--- config.mk ---
export PLATFORM = sky130hd
export DESIGN_NAME = regfile_write_arbiter_flat
export DESIGN_NICKNAME = d
export VERILOG_FILES = /design/src/rtl/fdt16_pkg.sv /design/src/rtl/regfile_write_arbiter_if.sv /design/src/rtl/regfile_write_arbiter_rr.sv /design/src/rtl/regfile_write_arbiter.sv /design/src/flat_wrapper.sv
export SDC_FILE = /design/constraint.sdc
export NUM_CORES = 1
export LEC_CHECK = 0
export CAP_MARGIN = 0
export CELL_PAD_IN_SITES_DETAIL_PLACEMENT = 1
export CELL_PAD_IN_SITES_GLOBAL_PLACEMENT = 1
export CORE_MARGIN = 3
export CORE_UTILIZATION = 24
export CTS_CLUSTER_DIAMETER = 50
export CTS_CLUSTER_SIZE = 20
export DETAILED_ROUTE_END_ITERATION = 10
export GPL_TIMING_DRIVEN = 0
export HOLD_SLACK_MARGIN = 0.06
export PLACE_DENSITY_LB_ADDON = 0.1
export SLEW_MARGIN = 20
export SYNTH_ARGS = -nofsm -noshare
export SYNTH_HDL_FRONTEND = slang
export SYNTH_SLANG_ARGS = --single-unit
export TNS_END_PERCENT = 10
--- constraint.sdc ---
create_clock -name clk -period 1.58 [get_ports clk]
set_clock_uncertainty 0.15 [all_clocks]
set_input_delay 0.395 -clock clk [delete_from_list [all_inputs] [get_ports clk]]
set_output_delay 0.395 -clock clk [all_outputs]
set_load 0.005 [all_outputs]
--- src/rtl/fdt16_pkg.sv ---
// Shared definitions for the register-file writeback path: data width,
// source identifiers, register identifiers and a contention helper.
package fdt16_pkg;

    localparam int DATA_W = 16;
    localparam int CNT_W  = 8;

    localparam logic SRC_ALU = 1'b0;
    localparam logic SRC_MEM = 1'b1;

    localparam logic REG_R0 = 1'b0;
    localparam logic REG_R1 = 1'b1;

    // True when both writeback sources want the same register this cycle.
    function automatic logic same_reg_contention(
        input logic alu_valid,
        input logic mem_valid,
        input logic alu_reg_id,
        input logic mem_reg_id
    );
        return alu_valid & mem_valid & (alu_reg_id == mem_reg_id);
    endfunction

endpackage

--- src/rtl/regfile_write_arbiter_if.sv ---
// Bundle of the two writeback request ports, the register-file write port
// and the contention counter seen by the write arbiter.
interface regfile_write_arbiter_if #(
    parameter int DATA_W = fdt16_pkg::DATA_W,
    parameter int CNT_W  = fdt16_pkg::CNT_W
);

    logic              alu_valid;
    logic              alu_reg_id;
    logic [DATA_W-1:0] alu_data;
    logic              alu_ready;

    logic              mem_valid;
    logic              mem_reg_id;
    logic [DATA_W-1:0] mem_data;
    logic              mem_ready;

    logic              wr_stall;
    logic              wr_enable;
    logic              wr_reg_id;
    logic [DATA_W-1:0] wr_data;
    logic              wr_src;
    logic [CNT_W-1:0]  collision_cnt;

    // Requesters and register-file side.
    modport master (
        output alu_valid, alu_reg_id, alu_data,
        output mem_valid, mem_reg_id, mem_data,
        output wr_stall,
        input  alu_ready, mem_ready,
        input  wr_enable, wr_reg_id, wr_data, wr_src, collision_cnt
    );

    // The arbiter itself.
    modport slave (
        input  alu_valid, alu_reg_id, alu_data,
        input  mem_valid, mem_reg_id, mem_data,
        input  wr_stall,
        output alu_ready, mem_ready,
        output wr_enable, wr_reg_id, wr_data, wr_src, collision_cnt
    );

endinterface

--- src/rtl/regfile_write_arbiter_rr.sv ---
// Two-way round-robin grant logic; the priority pointer lives here and
// flips to the losing side after every accepted transfer.
module rr_arbiter2
    import fdt16_pkg::*;
(
    input  logic       clk,
    input  logic       reset,
    input  logic [1:0] req,
    input  logic       stall,
    input  logic       advance,
    output logic [1:0] gnt
);

    logic       prio_r;
    logic [1:0] gnt_s;

    // Grant selection: a lone requester wins, a tie goes to the pointer.
    always_comb begin
        gnt_s = 2'b00;
        if (stall) begin
            gnt_s = 2'b00;
        end else if (req == 2'b11) begin
            gnt_s = (prio_r == SRC_MEM) ? 2'b10 : 2'b01;
        end else begin
            gnt_s = req;
        end
    end

    assign gnt = gnt_s;

    // Priority pointer update after each transfer.
    always_ff @(posedge clk) begin
        if (reset) begin
            prio_r <= SRC_ALU;
        end else if (advance) begin
            prio_r <= gnt_s[SRC_ALU] ? SRC_MEM : SRC_ALU;
        end else begin
            prio_r <= prio_r;
        end
    end

endmodule

--- src/rtl/regfile_write_arbiter.sv ---
// Arbitrates ALU and load-unit writebacks onto the single register-file
// write port, one write per cycle, and counts same-register contention.
module regfile_write_arbiter
    import fdt16_pkg::*;
#(
    parameter int DATA_W = fdt16_pkg::DATA_W,
    parameter int CNT_W  = fdt16_pkg::CNT_W
) (
    input  logic                    clk,
    input  logic                    reset,
    regfile_write_arbiter_if.slave  bus
);

    logic [1:0]        req_s;
    logic [1:0]        gnt_s;
    logic              arb_stall_s;
    logic              xfer_s;
    logic              contention_s;

    logic              win_src_s;
    logic              win_reg_s;
    logic [DATA_W-1:0] win_data_s;

    logic              wr_enable_r;
    logic              wr_reg_id_r;
    logic [DATA_W-1:0] wr_data_r;
    logic              wr_src_r;
    logic [CNT_W-1:0]  collision_cnt_r;

    assign req_s       = {bus.mem_valid, bus.alu_valid};
    // Holding grants off during reset keeps both ready outputs low.
    assign arb_stall_s = bus.wr_stall | reset;
    assign xfer_s      = |gnt_s;

    rr_arbiter2 u_arb (
        .clk     (clk),
        .reset   (reset),
        .req     (req_s),
        .stall   (arb_stall_s),
        .advance (xfer_s),
        .gnt     (gnt_s)
    );

    // Winner selection for the registered write port.
    always_comb begin
        win_src_s  = SRC_ALU;
        win_reg_s  = bus.alu_reg_id;
        win_data_s = bus.alu_data;
        if (gnt_s[SRC_MEM]) begin
            win_src_s  = SRC_MEM;
            win_reg_s  = bus.mem_reg_id;
            win_data_s = bus.mem_data;
        end else begin
            win_src_s  = SRC_ALU;
            win_reg_s  = bus.alu_reg_id;
            win_data_s = bus.alu_data;
        end
    end

    assign contention_s = same_reg_contention(bus.alu_valid, bus.mem_valid,
                                              bus.alu_reg_id, bus.mem_reg_id);

    // Write port register: strobe for one cycle per transfer, hold payload otherwise.
    always_ff @(posedge clk) begin
        if (reset) begin
            wr_enable_r <= 1'b0;
            wr_reg_id_r <= REG_R0;
            wr_data_r   <= {DATA_W{1'b0}};
            wr_src_r    <= SRC_ALU;
        end else if (xfer_s) begin
            wr_enable_r <= 1'b1;
            wr_reg_id_r <= win_reg_s;
            wr_data_r   <= win_data_s;
            wr_src_r    <= win_src_s;
        end else begin
            wr_enable_r <= 1'b0;
            wr_reg_id_r <= wr_reg_id_r;
            wr_data_r   <= wr_data_r;
            wr_src_r    <= wr_src_r;
        end
    end

    // Saturating contention counter; counts even while the register file stalls.
    always_ff @(posedge clk) begin
        if (reset) begin
            collision_cnt_r <= {CNT_W{1'b0}};
        end else if (contention_s && (collision_cnt_r != {CNT_W{1'b1}})) begin
            collision_cnt_r <= collision_cnt_r + CNT_W'(1);
        end else begin
            collision_cnt_r <= collision_cnt_r;
        end
    end

    assign bus.alu_ready     = gnt_s[SRC_ALU];
    assign bus.mem_ready     = gnt_s[SRC_MEM];
    assign bus.wr_enable     = wr_enable_r;
    assign bus.wr_reg_id     = wr_reg_id_r;
    assign bus.wr_data       = wr_data_r;
    assign bus.wr_src        = wr_src_r;
    assign bus.collision_cnt = collision_cnt_r;

endmodule

--- src/flat_wrapper.sv ---
// flat-port wrapper written by rule: the top's interface ports become plain ports
module regfile_write_arbiter_flat import fdt16_pkg::*;
#(
    parameter int DATA_W = fdt16_pkg::DATA_W,
    parameter int CNT_W  = fdt16_pkg::CNT_W
)
  (clk, reset, bus_alu_valid, bus_alu_reg_id, bus_alu_data, bus_mem_valid, bus_mem_reg_id, bus_mem_data, bus_wr_stall, bus_alu_ready, bus_mem_ready, bus_wr_enable, bus_wr_reg_id, bus_wr_data, bus_wr_src, bus_collision_cnt);
  regfile_write_arbiter_if #(.DATA_W(DATA_W), .CNT_W(CNT_W)) bus_i ();
  input  logic clk;
  input  logic reset;
  input wire logic [$bits(bus_i.alu_valid)-1:0] bus_alu_valid;
  input wire logic [$bits(bus_i.alu_reg_id)-1:0] bus_alu_reg_id;
  input wire logic [$bits(bus_i.alu_data)-1:0] bus_alu_data;
  input wire logic [$bits(bus_i.mem_valid)-1:0] bus_mem_valid;
  input wire logic [$bits(bus_i.mem_reg_id)-1:0] bus_mem_reg_id;
  input wire logic [$bits(bus_i.mem_data)-1:0] bus_mem_data;
  input wire logic [$bits(bus_i.wr_stall)-1:0] bus_wr_stall;
  output wire logic [$bits(bus_i.alu_ready)-1:0] bus_alu_ready;
  output wire logic [$bits(bus_i.mem_ready)-1:0] bus_mem_ready;
  output wire logic [$bits(bus_i.wr_enable)-1:0] bus_wr_enable;
  output wire logic [$bits(bus_i.wr_reg_id)-1:0] bus_wr_reg_id;
  output wire logic [$bits(bus_i.wr_data)-1:0] bus_wr_data;
  output wire logic [$bits(bus_i.wr_src)-1:0] bus_wr_src;
  output wire logic [$bits(bus_i.collision_cnt)-1:0] bus_collision_cnt;
  assign bus_i.alu_valid = bus_alu_valid;
  assign bus_i.alu_reg_id = bus_alu_reg_id;
  assign bus_i.alu_data = bus_alu_data;
  assign bus_i.mem_valid = bus_mem_valid;
  assign bus_i.mem_reg_id = bus_mem_reg_id;
  assign bus_i.mem_data = bus_mem_data;
  assign bus_i.wr_stall = bus_wr_stall;
  assign bus_alu_ready = bus_i.alu_ready;
  assign bus_mem_ready = bus_i.mem_ready;
  assign bus_wr_enable = bus_i.wr_enable;
  assign bus_wr_reg_id = bus_i.wr_reg_id;
  assign bus_wr_data = bus_i.wr_data;
  assign bus_wr_src = bus_i.wr_src;
  assign bus_collision_cnt = bus_i.collision_cnt;
  regfile_write_arbiter #(.DATA_W(DATA_W), .CNT_W(CNT_W)) u_core (.clk(clk), .reset(reset), .bus(bus_i));
endmodule
==> results.sh <==
export IMPL_run_status="finished with violations"
export IMPL_violations="setup timing"
export IMPL_drtIter0Drc=51
export IMPL_io_pins=68
export IMPL_crit_required_ns=1.03
export IMPL_nFillCells=613
export IMPL_cts_clk_slew_worst_paths_ns=0.11
export IMPL_synth_common_cells="nor2_1, dfxtp_1, nor3_1"
export IMPL_cts_max_path_buffers=2
export IMPL_die_x_um=79.56
export IMPL_yosys_most_used_dff="dfxtp_1"
export IMPL_clockPowerShare=0.351
export IMPL_p_seq_frac=0.456
export IMPL_seq_area_frac_synth=0.4316
export IMPL_synth_fp_nets=200
export IMPL_hpwlAfterDp_um=3452
export IMPL_synth_top_area_frac=0.4316
export IMPL_hold_worst_slack_ns=0.2745
export IMPL_power_switching_mw=0.3972
export IMPL_power_density_nw_per_um2=719.0
export IMPL_multi_input_area_um2=743.2
export IMPL_final_nets=284
export IMPL_rows=26
export IMPL_yosysTopAreaCell="dfxtp_1"
export IMPL_grt_pass1_vias=1575
export IMPL_initial_core_util=0.2511
export IMPL_core_area_um2=5172
export IMPL_syn_area_um2=1299
export IMPL_crit_type="reg2out"
export IMPL_wl_per_cell_um=15.17
export IMPL_cp_end_kind="output pin"
export IMPL_holdBufCountCts=0
export IMPL_area_delta_synth_final_pct=78.03
export IMPL_period_share=1.024
export IMPL_r2r_cells=7
export IMPL_cap_viol_max_count=0
export IMPL_vias=1476
export IMPL_htree_levels=1
export IMPL_hold_path_class="in2reg"
export IMPL_worst_slew_pin_slew_ns=0.4998
export IMPL_die_area_um2=6330
export IMPL_combPwrFrac=0.194
export IMPL_period_needed_ns=1.617
export IMPL_final_util=0.4470
export IMPL_swShare=0.2389
export IMPL_dr_pass1_iters=4
export IMPL_cp_top_family="flip-flops"
export IMPL_syn_mean_instance_area_um2=8.117
export IMPL_grt_pass1_wl_um=7672
export IMPL_cp_start_kind="flip-flop"
export IMPL_cts_tree="yes"
export IMPL_min_path_cells=3
export IMPL_io_buffers=66
export IMPL_peakVddDrop_mv=0.3432
export IMPL_cp_cell_sequence="buf_6, nand2_4, and3_4, buf_6"
export IMPL_worst_slack_ns=-0.03719
export IMPL_vias_per_cell=4.716
export IMPL_insertion_delay_ns=0.28
export IMPL_finalSetupViolations=2
export IMPL_ant_nets=0
export IMPL_worst_ep_arrival_time_ns=1.07
export IMPL_cp_max_fo=2
export IMPL_rsz0062_at_grt="true"
export IMPL_grt_usage=0.1507
export IMPL_cpMostUsedCell="buf_6"
export IMPL_slowest_delay_ns=0.35
export IMPL_finalHoldViolCount=0
export IMPL_synth_most_common_cell="nor2_1"
export IMPL_gr_total_overflow=0
export IMPL_async_flop_share=0
export IMPL_maxSlewViolCount=0
export IMPL_final_seq_area_um2=599.3
export IMPL_numCtsBuffers=3
export IMPL_netlist_cell_type_count=35
export IMPL_tns_ns=-0.06236
export IMPL_totalWireLength_um=4747
export IMPL_fin_area_um2=2312
export IMPL_worst_path_stages=4
export IMPL_grt_max_degree=17
export IMPL_diodes=0
export IMPL_synth_edf_count=0
export IMPL_placed_area_um2=2047
export IMPL_clock_sinks=28
export IMPL_synthTopCellsByArea="dfxtp_1, nor2_1, nor4_1"
export IMPL_slew_headroom=0.6668
export IMPL_place_ws_ns=-1.118
export IMPL_fmax_mhz=618.4
export IMPL_ys_warn_count=0
export IMPL_ys_ff_latch=28
export IMPL_path_buf_inv=2
export IMPL_die_h_um=79.56
export IMPL_cpMaxStageDelayCell="dfxtp_2"
export IMPL_drc_errors=0
export IMPL_antenna_found_initial=0
export IMPL_intPower_mw=1.265
export IMPL_drive_gt1_frac=0.2922
export IMPL_synth_cells=160
export IMPL_gp_congestion=0.7338
export IMPL_leakage_nw=1.013
export IMPL_root_buffer="clkbuf_8"
==> placed cells by master, fill, tap and decap left out, drive strengths merged, types with 2 or more instances in the layout <==
cell and n:
nand3 4, clkdlybuf4s50 32, clkbuf 8, and3 2, nand2 3, nor2b 3, dfxtp 28, nor4 17
nand4 2, o21ai 3, inv 2, buf 23, dlymetal6s2s 2, dlygate4sd2 26, nor3 20, nor2 45
nand2b 4, and4 2, a21oi 5
==> flip-flops by register name, indices dropped and copies added (netlist names) <==
signal,count
u_core.bus.wr_data,16
u_core.bus.collision_cnt,8
u_core.bus.wr_enable,1
u_core.bus.wr_reg_id,1
u_core.bus.wr_src,1
u_core.u_arb.prio_r,1
==> tightest hold or removal path, stage by stage <==
cell	delay, ns
buf_6	0.08
o22ai_1	0.09
nor2_1	0.10
==> kinds of logic after synthesis <==
group | after synthesis | synth area share
AOI/OAI and AO/OA | 12 | 0.06648
xor gates and xnor gates | 1 | 0.006745
adders and majority gates | 1 | 0.009632
buffers and inverters | 11 | 0.05779
DFF | 28 | 0.4316
muxes | 2 | 0.01638
and+or+nand+nor | 105 | 0.4114
==> path summary, 6_finish.rpt <==
path	start	to	slack (ns)
setup / recovery	u_core.u_arb.prio_r	bus_alu_ready	-0.04
hold / removal	bus_wr_stall	u_core.u_arb.prio_r	0.27
setup reg to reg	u_core.u_arb.prio_r	u_core.bus.wr_data[14]	0.04
hold reg to reg	u_core.bus.wr_data[6]	u_core.bus.wr_data[6]	0.35
==> power groups by stage <==
stage	combinational [mW]	clock, mW	sequential, mW
finish	0.322	0.583	0.758
global route	0.351	0.640	0.762
CTS	0.312	0.599	0.758
detailed placement	0.306	0	0.777
global placement	0.299	0	0.775
floorplan	0.105	0	0.778
==> through the flow <==
step,power [mW],instances
floorplan,0.8831,160
global placement,1.074,296
detailed placement,1.084,296
CTS,1.669,311
global route,1.754,313
finish,1.662,313
==> layout make-up <==
class,count,share of cell area
clock inverter,1,0.01299
tap,70,0.03788
timing repair buffer,80,0.3187
clock buffer,3,0.01786
sequential,28,0.2592
buffer,8,0.02760
multi-input combinational,121,0.3214
inverter,2,0.004329
==> timing repair <==
action / CTS / global route
pin swaps: 3 / 5
gates resized for setup: 92 / 14
endpoints found under the setup margin: 56 / 22
setup buffers: 11 / 3
==> metal layers <==
metal | global-route usage | wire length, um | vias up
li1 | - | - | 733
met1 | 0.1771 | 1945 | 704
met2 | 0.2871 | 2590 | 37
met3 | 0.02370 | 194 | 2
met4 | 0.02577 | 17 | 0
met5 | 0 | 0 | -
Power figures use the tool's default switching activity.
